<file path="src/rtl/mem_stage_if.sv">
// Data-memory bus between the memory pipeline stage (master) and data memory (slave).
// Request side is held stable by the master from request until ack.
interface mem_stage_if;
  logic        dmem_req_o;
  logic        dmem_we_o;
  logic [31:0] dmem_addr_o;
  logic [31:0] dmem_wdata_o;
  logic [3:0]  dmem_be_o;
  logic [31:0] dmem_rdata_i;
  logic        dmem_ack_i;

  modport master (
    output dmem_req_o, dmem_we_o, dmem_addr_o, dmem_wdata_o, dmem_be_o,
    input  dmem_rdata_i, dmem_ack_i
  );

  modport slave (
    input  dmem_req_o, dmem_we_o, dmem_addr_o, dmem_wdata_o, dmem_be_o,
    output dmem_rdata_i, dmem_ack_i
  );
endinterface

</file>
<file path="src/rtl/mem_stage.sv">
// Memory-access pipeline stage: steers loads/stores onto the data bus with req/ack,
// extracts and extends load lanes, forwards ALU results and stalls upstream while busy.
module mem_stage #(
  parameter int TIMEOUT = 16,
  parameter int CNT_W   = 5
) (
  input  logic        clk,
  input  logic        rstl,
  input  logic [10:0] opcode_exe_2_mem_i,
  input  logic [4:0]  rd_exe_2_mem_i,
  input  logic [31:0] rd_data_exe_2_mem_i,
  input  logic [31:0] mem_data_i,
  input  logic        load_valid_i,
  input  logic        store_valid_i,
  mem_stage_if.master dmem,
  output logic        stall_o,
  output logic [4:0]  rd_mem_2_wb_o,
  output logic [31:0] rd_data_mem_2_wb_o,
  output logic        wb_en_o,
  output logic        misalign_o,
  output logic        bus_err_o
);

  typedef enum logic [0:0] {ST_IDLE, ST_WAIT} state_e;
  typedef enum logic [1:0] {SZ_BYTE, SZ_HALF, SZ_WORD} sz_e;

  function automatic sz_e access_size(input logic is_store, input logic [2:0] f3);
    sz_e sz;
    if (is_store) begin
      case (f3)
        3'b010:  sz = SZ_BYTE;
        3'b001:  sz = SZ_HALF;
        default: sz = SZ_WORD;
      endcase
    end else begin
      case (f3[1:0])
        2'b00:   sz = SZ_BYTE;
        2'b01:   sz = SZ_HALF;
        default: sz = SZ_WORD;
      endcase
    end
    return sz;
  endfunction

  function automatic logic [3:0] byte_enable(input sz_e sz, input logic [1:0] off);
    logic [3:0] be;
    case (sz)
      SZ_BYTE: be = 4'b0001 << off;
      SZ_HALF: be = off[1] ? 4'b1100 : 4'b0011;
      default: be = 4'b1111;
    endcase
    return be;
  endfunction

  function automatic logic [31:0] store_data(input sz_e sz, input logic [31:0] d);
    logic [31:0] w;
    case (sz)
      SZ_BYTE: w = {4{d[7:0]}};
      SZ_HALF: w = {2{d[15:0]}};
      default: w = d;
    endcase
    return w;
  endfunction

  function automatic logic [31:0] load_extend(input logic [2:0] f3, input logic [1:0] off,
                                              input logic [31:0] rdata);
    logic [7:0]         b;
    logic [15:0]        h;
    logic signed [31:0] s;
    b = rdata[{off, 3'b000} +: 8];
    h = off[1] ? rdata[31:16] : rdata[15:0];
    case (access_size(1'b0, f3))
      SZ_BYTE: s = f3[2] ? signed'({24'd0, b}) : 32'(signed'(b));
      SZ_HALF: s = f3[2] ? signed'({16'd0, h}) : 32'(signed'(h));
      default: s = signed'(rdata);
    endcase
    return unsigned'(s);
  endfunction

  state_e      r_state;
  state_e      w_state_nxt;
  logic [CNT_W-1:0] r_cnt;

  logic [2:0]  r_f3_p1;
  logic [4:0]  r_rd_p1;
  logic [1:0]  r_off_p1;
  logic        r_we_p1;
  logic [31:0] r_addr_p1;
  logic [31:0] r_wdata_p1;
  logic [3:0]  r_be_p1;

  logic [4:0]  r_wb_rd;
  logic [31:0] r_wb_data;
  logic        r_wb_en;
  logic        r_misalign;
  logic        r_bus_err;

  logic [2:0]  w_f3;
  logic [1:0]  w_off;
  logic        w_access;
  logic        w_is_store;
  sz_e         w_size;
  logic        w_misalign;
  logic        w_accept;
  logic [31:0] w_word_addr;
  logic [31:0] w_wdata_new;
  logic [3:0]  w_be_new;
  logic        w_alu_op;
  logic        w_alu_wb;
  logic        w_tmo;
  logic        w_done;
  logic        w_req;
  logic        w_we;
  logic [31:0] w_addr;
  logic [31:0] w_wdata;
  logic [3:0]  w_be;
  logic        w_stall;
  logic        w_unused;

  assign w_f3        = opcode_exe_2_mem_i[9:7];
  assign w_off       = rd_data_exe_2_mem_i[1:0];
  assign w_access    = load_valid_i | store_valid_i;
  assign w_is_store  = store_valid_i;
  assign w_size      = access_size(w_is_store, w_f3);
  assign w_misalign  = ((w_size == SZ_HALF) & w_off[0]) | ((w_size == SZ_WORD) & (|w_off));
  assign w_accept    = w_access & ~w_misalign;
  assign w_word_addr = {rd_data_exe_2_mem_i[31:2], 2'b00};
  assign w_wdata_new = w_is_store ? store_data(w_size, mem_data_i) : 32'd0;
  assign w_be_new    = byte_enable(w_size, w_off);
  assign w_unused    = opcode_exe_2_mem_i[10];

  always_comb begin
    case (opcode_exe_2_mem_i[6:0])
      7'b0110011, 7'b0010011, 7'b0110111,
      7'b0010111, 7'b1101111, 7'b1100111: w_alu_op = 1'b1;
      default:                            w_alu_op = 1'b0;
    endcase
  end
  assign w_alu_wb = w_alu_op & (|rd_exe_2_mem_i);

  // An ack in the timeout cycle is still taken as completion.
  assign w_tmo  = (r_cnt == CNT_W'(TIMEOUT));
  assign w_done = dmem.dmem_ack_i | w_tmo;

  always_ff @(posedge clk or negedge rstl) begin
    if (!rstl) r_state <= ST_IDLE;
    else       r_state <= w_state_nxt;
  end

  // Bus drive is gated by rstl so a held upstream request cannot leak out during reset.
  always_comb begin
    w_state_nxt = r_state;
    w_req       = 1'b0;
    w_we        = 1'b0;
    w_addr      = 32'd0;
    w_wdata     = 32'd0;
    w_be        = 4'd0;
    w_stall     = 1'b0;
    if (rstl) begin
      case (r_state)
        ST_IDLE: begin
          if (w_accept) begin
            w_req       = 1'b1;
            w_stall     = 1'b1;
            w_we        = w_is_store;
            w_addr      = w_word_addr;
            w_wdata     = w_wdata_new;
            w_be        = w_be_new;
            w_state_nxt = ST_WAIT;
          end
        end
        ST_WAIT: begin
          w_we    = r_we_p1;
          w_addr  = r_addr_p1;
          w_wdata = r_wdata_p1;
          w_be    = r_be_p1;
          w_req   = ~w_done;
          w_stall = ~w_done;
          if (w_done) w_state_nxt = ST_IDLE;
        end
        default: w_state_nxt = ST_IDLE;
      endcase
    end
  end

  // p1: transaction captured at acceptance, held for the whole WAIT.
  always_ff @(posedge clk) begin
    if ((r_state == ST_IDLE) && w_accept) begin
      r_f3_p1    <= w_f3;
      r_rd_p1    <= rd_exe_2_mem_i;
      r_off_p1   <= w_off;
      r_we_p1    <= w_is_store;
      r_addr_p1  <= w_word_addr;
      r_wdata_p1 <= w_wdata_new;
      r_be_p1    <= w_be_new;
    end
  end

  // Write-back bundle and status pulses, registered towards WB.
  always_ff @(posedge clk or negedge rstl) begin
    if (!rstl) begin
      r_cnt      <= '0;
      r_wb_rd    <= 5'd0;
      r_wb_data  <= 32'd0;
      r_wb_en    <= 1'b0;
      r_misalign <= 1'b0;
      r_bus_err  <= 1'b0;
    end else begin
      r_wb_en    <= 1'b0;
      r_misalign <= 1'b0;
      r_bus_err  <= 1'b0;
      case (r_state)
        ST_IDLE: begin
          r_cnt <= '0;
          if (w_access) begin
            r_misalign <= w_misalign;
          end else begin
            r_wb_rd   <= rd_exe_2_mem_i;
            r_wb_data <= rd_data_exe_2_mem_i;
            r_wb_en   <= w_alu_wb;
          end
        end
        ST_WAIT: begin
          if (dmem.dmem_ack_i) begin
            r_cnt <= '0;
            if (!r_we_p1) begin
              r_wb_rd   <= r_rd_p1;
              r_wb_data <= load_extend(r_f3_p1, r_off_p1, dmem.dmem_rdata_i);
              r_wb_en   <= |r_rd_p1;
            end
          end else if (w_tmo) begin
            r_cnt     <= '0;
            r_bus_err <= 1'b1;
          end else begin
            r_cnt <= r_cnt + CNT_W'(1);
          end
        end
        default: r_cnt <= '0;
      endcase
    end
  end

  assign dmem.dmem_req_o   = w_req;
  assign dmem.dmem_we_o    = w_we;
  assign dmem.dmem_addr_o  = w_addr;
  assign dmem.dmem_wdata_o = w_wdata;
  assign dmem.dmem_be_o    = w_be;
  assign stall_o            = w_stall;
  assign rd_mem_2_wb_o      = r_wb_rd;
  assign rd_data_mem_2_wb_o = r_wb_data;
  assign wb_en_o            = r_wb_en;
  assign misalign_o         = r_misalign;
  assign bus_err_o          = r_bus_err;

endmodule

</file>
<file path="src/flat_wrapper.sv">
// flat-port wrapper written by rule: the top's interface ports become plain ports
module mem_stage_flat 
#(
  parameter int TIMEOUT = 16,
  parameter int CNT_W   = 5
)
  (clk, rstl, opcode_exe_2_mem_i, rd_exe_2_mem_i, rd_data_exe_2_mem_i, mem_data_i, load_valid_i, store_valid_i, stall_o, rd_mem_2_wb_o, rd_data_mem_2_wb_o, wb_en_o, misalign_o, bus_err_o, dmem_dmem_req_o, dmem_dmem_we_o, dmem_dmem_addr_o, dmem_dmem_wdata_o, dmem_dmem_be_o, dmem_dmem_rdata_i, dmem_dmem_ack_i);
  mem_stage_if dmem_i ();
  input  logic clk;
  input  logic rstl;
  input  logic [10:0] opcode_exe_2_mem_i;
  input  logic [4:0] rd_exe_2_mem_i;
  input  logic [31:0] rd_data_exe_2_mem_i;
  input  logic [31:0] mem_data_i;
  input  logic load_valid_i;
  input  logic store_valid_i;
  output logic stall_o;
  output logic [4:0] rd_mem_2_wb_o;
  output logic [31:0] rd_data_mem_2_wb_o;
  output logic wb_en_o;
  output logic misalign_o;
  output logic bus_err_o;
  output wire logic [$bits(dmem_i.dmem_req_o)-1:0] dmem_dmem_req_o;
  output wire logic [$bits(dmem_i.dmem_we_o)-1:0] dmem_dmem_we_o;
  output wire logic [$bits(dmem_i.dmem_addr_o)-1:0] dmem_dmem_addr_o;
  output wire logic [$bits(dmem_i.dmem_wdata_o)-1:0] dmem_dmem_wdata_o;
  output wire logic [$bits(dmem_i.dmem_be_o)-1:0] dmem_dmem_be_o;
  input wire logic [$bits(dmem_i.dmem_rdata_i)-1:0] dmem_dmem_rdata_i;
  input wire logic [$bits(dmem_i.dmem_ack_i)-1:0] dmem_dmem_ack_i;
  assign dmem_dmem_req_o = dmem_i.dmem_req_o;
  assign dmem_dmem_we_o = dmem_i.dmem_we_o;
  assign dmem_dmem_addr_o = dmem_i.dmem_addr_o;
  assign dmem_dmem_wdata_o = dmem_i.dmem_wdata_o;
  assign dmem_dmem_be_o = dmem_i.dmem_be_o;
  assign dmem_i.dmem_rdata_i = dmem_dmem_rdata_i;
  assign dmem_i.dmem_ack_i = dmem_dmem_ack_i;
  mem_stage #(.TIMEOUT(TIMEOUT), .CNT_W(CNT_W)) u_core (.clk(clk), .rstl(rstl), .opcode_exe_2_mem_i(opcode_exe_2_mem_i), .rd_exe_2_mem_i(rd_exe_2_mem_i), .rd_data_exe_2_mem_i(rd_data_exe_2_mem_i), .mem_data_i(mem_data_i), .load_valid_i(load_valid_i), .store_valid_i(store_valid_i), .dmem(dmem_i), .stall_o(stall_o), .rd_mem_2_wb_o(rd_mem_2_wb_o), .rd_data_mem_2_wb_o(rd_data_mem_2_wb_o), .wb_en_o(wb_en_o), .misalign_o(misalign_o), .bus_err_o(bus_err_o));
endmodule
</file>
<file path="config.mk">
export PLATFORM = sky130hd
export DESIGN_NAME = mem_stage_flat
export DESIGN_NICKNAME = d
export VERILOG_FILES = /design/src/rtl/mem_stage_if.sv /design/src/rtl/mem_stage.sv /design/src/flat_wrapper.sv
export SDC_FILE = /design/constraint.sdc
export NUM_CORES = 1
export LEC_CHECK = 0
export ABC_AREA = 1
export BUFFER_PORTS_ARGS = -buffer_cell sky130_fd_sc_hd__buf_2
export CORE_MARGIN = 3
export CORE_UTILIZATION = 40
export DETAILED_ROUTE_END_ITERATION = 10
export PLACE_DENSITY_LB_ADDON = 0.2
export SKIP_LAST_GASP = 1
export SLEW_MARGIN = 30
export SYNTH_ARGS = -nofsm -noshare
export SYNTH_HDL_FRONTEND = slang
export SYNTH_SLANG_ARGS = --single-unit
export TNS_END_PERCENT = 30
</file>
<file path="constraint.sdc">
create_clock -name clk -period 7 [get_ports clk]
set_clock_uncertainty 0.1 [all_clocks]
set_input_delay 2.1 -clock clk [delete_from_list [all_inputs] [get_ports clk]]
set_output_delay 2.1 -clock clk [all_outputs]
set_load 0.05 [all_outputs]
</file>
==> flow_summary.yaml, run 1 <==
power_and_ir_drop:
  power_frac_seq: 0.339
  combPwrFrac: 0.359
  total_power_mw: 2.94
  p_sw_frac: 0.412
  switchingPower_mw: 1.21
  cellInternalPower_mw: 1.73
  clockPowerShare: 0.302
  peakVddDrop_v: 0.000170
  leakagePower_nw: 4.11
  p_per_area_nw_per_um2: 345
global_route:
  grt-ovfl-total: 0
  grtUsageTotal: 0.220
  grt_first_pass_wirelength_um: 31400
  antenna_found_initial: 1
  grt_max_degree: 71
  grt_pass1_vias: 5900
cells_and_area:
  nFillCells: 1597
  final_common_cell: "nand2_1"
  final_area_um2: 8520
  final_cell_mix: "nand2_1, buf_2, a21oi_1, edfxtp_1, nor2_1"
  multi_input_area_um2: 2680
  diodes: 0
  fin_util: 0.529
  drive_above_1_share: 0.266
  seq_area_um2: 3470
  syn_to_final_growth_pct: 27.9
  final_cells: 1268
  fin_nets: 1158
floorplanning:
  ios: 228
  die_x_um: 135
  die_area_um2: 18200
  die_h_um: 135
  initial_core_util: 0.414
  std_cell_rows: 46
  coreArea_um2: 16100
yosys:
  yosys-mux-area-fraction: 0
  yosysUniqueCellTypes: 33
  synth_seq_area_share: 0.520
  synth_compound_area_frac: 0.173
  syn_area_um2: 6660
  synthAdderAreaFrac: 0.00376
  syn_avg_cell_area_um2: 7.98
  synth_top_family_by_area: "simple AND/OR/NAND/NOR gates"
  synth_xor_area_frac: 0.00263
  synth-simple-area-share: 0.221
  synthCells: 835
  synth_warnings: 0
  ys_seq_elements: 123
clocking:
  clk_pin_slew_ps: 60
  cts-root-buf: "clkbuf_16"
  postCtsHoldBufs: 0
  cts_tree: "done"
  htree_num_levels: 4
  cts_resized: 0
  clock_latency_ps: 420
  cts.sinks: 123
  cts_buffer_depth: 2
  numCtsBuffers: 17
  postCtsSetupBuffers: 0
detailed_routing:
  wl_per_cell_um: 16.2
  drtPass1Iterations: 6
  ant_nets: 0
  finalWirelength_um: 20600
  vias: 6405
  drc: 0
  drt_iter0_drc: 423
  avgViaCountPerCell: 5.05
timing:
  postLayoutSetupSlackWorst_ps: 508
  period_needed_ps: 6490
  finalCritPeriodShare: 0.927
  slew_headroom: 0.488
  slew_viol_final: 0
  finalSetupViolCount: 0
  whs_ps: 376
  worst_slew_pin_slew_ps: 768
  setup_tns_ps: 0
  rsz0062_at_grt: "no"
  fmax_ghz: 0.154
  final_hold_viol_count: 0
setup_path:
  worstPathArrival_ps: 4290
  startpoint_type: "input pin"
  crit_fanout: 22
  cp-end-kind: "output pin"
  worstSetupPathType: "in2out"
  required_ps: 4800
placed_design:
  place.gp.congestion: 0.873
  pre_cts_ws_ps: 499
  dpl.cell_count: 1236
  placed_area_um2: 7930
  io_buffers: 224
  dp.final_hpwl_um: 14500
min_path:
  min_path_type: "reg2reg"
status:
  status: "finished clean"
run:
  maxCapViolations: 0
==> cell families (layout without fill, tap and decap cells) <==
logic type,Yosys count,count (layout)
AO/OA/AOI/OAI,215,215
buffers and inverters,117,333
flip-flops,123,123
AND/OR/NAND/NOR,375,375
XOR/XNOR,2,2
adder cells (fa/ha/maj),2,2
other,1,2
==> Yosys cell counts, drive strengths merged <==
library cell / instances / area [um^2]
a21oi: 127 / 636
xor2: 1 / 8.76
o21a: 1 / 7.51
nor2: 70 / 263
clkbuf: 30 / 113
nand2: 278 / 1050
xnor2: 1 / 8.76
inv: 62 / 233
nor3b: 1 / 7.51
edfxtp: 77 / 2310
a22oi: 1 / 7.51
ha: 2 / 25.0
nand3b: 1 / 7.51
o211ai: 8 / 60.1
or2: 1 / 6.26
nand3: 19 / 113
o21ai: 56 / 280
nor3: 4 / 20.0
a21o: 16 / 120
conb: 1 / 3.75
buf: 25 / 184
dfrtp: 46 / 1150
nand4: 1 / 6.26
a31oi: 5 / 31.3
o2111ai: 1 / 8.76
==> power groups by stage <==
stage	combinational (mW)	sequential, mW	clock, mW
floorplan	0.493	1.28	0
global placement	1.05	1.01	0
detailed placement	1.06	1.01	0
CTS	1.06	0.996	0.901
global route	1.13	1.01	0.932
finish	1.06	0.996	0.889
==> path summary, 6_finish.rpt <==
kind	slack [ps]	cells after the start	to	start
worst max-delay path	510	11	dmem_dmem_addr_o[12]	store_valid_i
worst min-delay path	380	2	u_core.rd_data_mem_2_wb_o[20]	u_core.rd_data_mem_2_wb_o[20]
worst max register to register	4210	9	u_core.rd_data_mem_2_wb_o[10]	u_core.r_state
worst min register to register	380	2	u_core.rd_data_mem_2_wb_o[20]	u_core.rd_data_mem_2_wb_o[20]
max in group asynchronous	4490	2	u_core.r_state	rstl
min in group asynchronous	1810	2	u_core.rd_data_mem_2_wb_o[14]	rstl
==> sequential cells by signal, indices dropped and copies added, names as in the netlist <==
| signal | count |
|---|---|
| u_core.bus_err_o | 1 |
| u_core.misalign_o | 1 |
| u_core.r_addr_p1 | 30 |
| u_core.r_be_p1 | 4 |
| u_core.r_cnt | 5 |
| u_core.r_f3_p1 | 3 |
| u_core.r_off_p1 | 2 |
| u_core.r_rd_p1 | 5 |
| u_core.r_state | 1 |
| u_core.r_wdata_p1 | 32 |
| u_core.r_we_p1 | 1 |
| u_core.rd_data_mem_2_wb_o | 32 |
| u_core.rd_mem_2_wb_o | 5 |
| u_core.wb_en_o | 1 |
==> critical path, stage by stage <==
cell     delay [ps]
buf_2           350
nand2_1         100
nand2_1         310
nand3_1         160
nand2_2         120
nand2_2         100
inv_4           200
buf_4           320
nand2_1          80
a21oi_1         130
buf_2           290
==> area by class of cell <==
cell class | count | area share
Clock inverter | 12 | 0.0173
Clock buffer | 20 | 0.0524
Inverter | 62 | 0.0276
Sequential cell | 123 | 0.407
Multi-Input combinational cell | 596 | 0.314
Tap cell | 216 | 0.0317
Timing Repair Buffer | 239 | 0.150
==> per-layer routing <==
layer / up-vias / part of all wire / GRT usage
met5: - / 0.00063 / 0
met4: 2 / 0.010 / 0.0577
met3: 17 / 0.092 / 0.0611
met2: 269 / 0.47 / 0.349
met1: 2954 / 0.43 / 0.300
li1: 3163 / - / -
Power figures use the tool's default switching activity.
==> run 2: changes to the inputs <==
--- a/config.mk
+++ b/config.mk
@@ -7,8 +7,10 @@
 export LEC_CHECK = 0
 export ABC_AREA = 1
 export BUFFER_PORTS_ARGS = -buffer_cell sky130_fd_sc_hd__buf_2
+export CELL_PAD_IN_SITES_DETAIL_PLACEMENT = 1
+export CELL_PAD_IN_SITES_GLOBAL_PLACEMENT = 1
 export CORE_MARGIN = 3
-export CORE_UTILIZATION = 40
+export CORE_UTILIZATION = 39
 export DETAILED_ROUTE_END_ITERATION = 10
 export PLACE_DENSITY_LB_ADDON = 0.2
 export SKIP_LAST_GASP = 1
==> run 2 against run 1 <==
Cell count increased by 0.24%. Core utilization is 1.8 points lower. First-iteration DRC count is 1.4% lower. Clock power shrank 2.2%. Maximum frequency rose by 1.7%. Non-clock buffer count decreased by 1. Combinational power about the same.
==> flow_summary.yaml, run 2 (same netlist as run 1, synthesis figures left out) <==
status:
  status: "finished clean"
detailed_routing:
  wl_per_cell_um: 17.3
  drc: 0
  ant_nets: 0
  vias: 6521
  drtPass1Iterations: 5
  avgViaCountPerCell: 5.13
  finalWirelength_um: 22000
  drt_iter0_drc: 417
floorplanning:
  die_x_um: 137
  die_h_um: 137
  std_cell_rows: 47
  initial_core_util: 0.400
  die_area_um2: 18700
  ios: 228
  coreArea_um2: 16600
timing:
  final_hold_viol_count: 0
  slew_headroom: 0.443
  setup_tns_ps: 0
  fmax_ghz: 0.157
  postLayoutSetupSlackWorst_ps: 617
  finalSetupViolCount: 0
  finalCritPeriodShare: 0.912
  worst_slew_pin_slew_ps: 835
  period_needed_ps: 6380
  rsz0062_at_grt: "no"
  slew_viol_final: 0
cells_and_area:
  syn_to_final_growth_pct: 27.5
  fin_nets: 1157
  drive_above_1_share: 0.265
  final_cell_mix: "nand2_1, buf_2, a21oi_1, edfxtp_1, nor2_1"
  fin_util: 0.510
  nFillCells: 2158
  final_common_cell: "nand2_1"
  diodes: 0
global_route:
  grtUsageTotal: 0.235
  use_met2: 0.403
  use_met1: 0.296
  antenna_found_initial: 3
  use_met3: 0.0607
  grt_pass1_vias: 6635
  grt-ovfl-total: 0
  grt_max_degree: 76
  grt_first_pass_wirelength_um: 34200
  top_usage_layer: "met2"
clocking:
  cts_buffer_depth: 2
  postCtsSetupBuffers: 0
  clk_pin_slew_ps: 50
  cts_tree: "done"
  cts_resized: 0
  clock_latency_ps: 410
  cts-root-buf: "clkbuf_16"
  postCtsHoldBufs: 0
  numCtsBuffers: 17
  cts.sinks: 123
  htree_num_levels: 4
placed_design:
  io_buffers: 224
  place.gp.congestion: 0.822
  pre_cts_ws_ps: 651
  dp.final_hpwl_um: 15900
power_and_ir_drop:
  p_per_area_nw_per_um2: 345
  peakVddDrop_v: 0.000169
  leakagePower_nw: 4.10
  total_power_mw: 2.93
min_path:
  min_from: "u_core.rd_data_mem_2_wb_o[31]"
  hold_depth: 2
  holdPathEnd: "u_core.rd_data_mem_2_wb_o[31]"
  min_path_type: "reg2reg"
setup_path:
  regToRegSetupSlack_ps: 4200
  required_ps: 4800
  cp-end-kind: "output pin"
  worstSetupPathType: "in2out"
  startpoint_type: "input pin"
  worstReg2RegEnd: "u_core.rd_data_mem_2_wb_o[15]"
  worstPathArrival_ps: 4180
  crit_fanout: 29
  reg2reg_depth: 8
  r2r_start: "u_core.r_state"
run:
  maxCapViolations: 0
==> run 2: worst max-delay path by stage <==
stage,start,endpoint,slack (ps),cells after the start
6_report,opcode_exe_2_mem_i[7],dmem_dmem_wdata_o[12],620,12
4_1_cts,opcode_exe_2_mem_i[7],dmem_dmem_wdata_o[12],610,12
3_5_place_dp,opcode_exe_2_mem_i[8],dmem_dmem_be_o[2],650,12
2_1_floorplan,opcode_exe_2_mem_i[7],dmem_dmem_be_o[0],160,11
3_3_place_gp,opcode_exe_2_mem_i[7],dmem_dmem_wdata_o[2],670,13
5_1_grt,opcode_exe_2_mem_i[7],dmem_dmem_wdata_o[12],420,13
==> run 2: routing by layer <==
metal  vias to the layer above  share of wire
met3                        28          0.071
met5                         -         0.0010
met1                      3144           0.42
met4                         6          0.013
li1                       3156              -
met2                       187           0.49
==> run 2: worst max-delay path, stage by stage <==
cell     delay [ps]
buf_2           120
inv_1            70
nor2_1           40
nand2_1         290
nand3_1         200
nand2_2         130
nand2_2         100
inv_4           270
buf_12          230
nand2_1          80
a21oi_1         210
buf_2           310
==> run 2: layout make-up <==
| type | count | area [um^2] | area share |
|---|---|---|---|
| clock buffer | 21 | 462 | 0.0543 |
| clock inverter | 11 | 118 | 0.0138 |
| inverter | 62 | 235 | 0.0277 |
| multi-input combinational | 596 | 2680 | 0.315 |
| sequential | 123 | 3470 | 0.408 |
| tap | 220 | 275 | 0.0324 |
| timing repair buffer | 238 | 1260 | 0.149 |
==> run 2: metrics by stage <==
step	hold WS (ps)	instance area [um^2]	instances
2_1_floorplan	355	6670	836
3_3_place_gp	358	7920	1239
3_5_place_dp	371	7920	1239
4_1_cts	386	8500	1271
5_1_grt	394	8500	1271
6_report	381	8500	1271
==> run 2: where the power goes <==
part	switching (mW)	internal, mW	total (mW)	leakage, nW
Sequential	0.0740	0.923	0.997	1.29
Clock	0.326	0.543	0.869	0.280
Combinational	0.826	0.240	1.07	2.52
Total	1.23	1.71	2.93	4.10
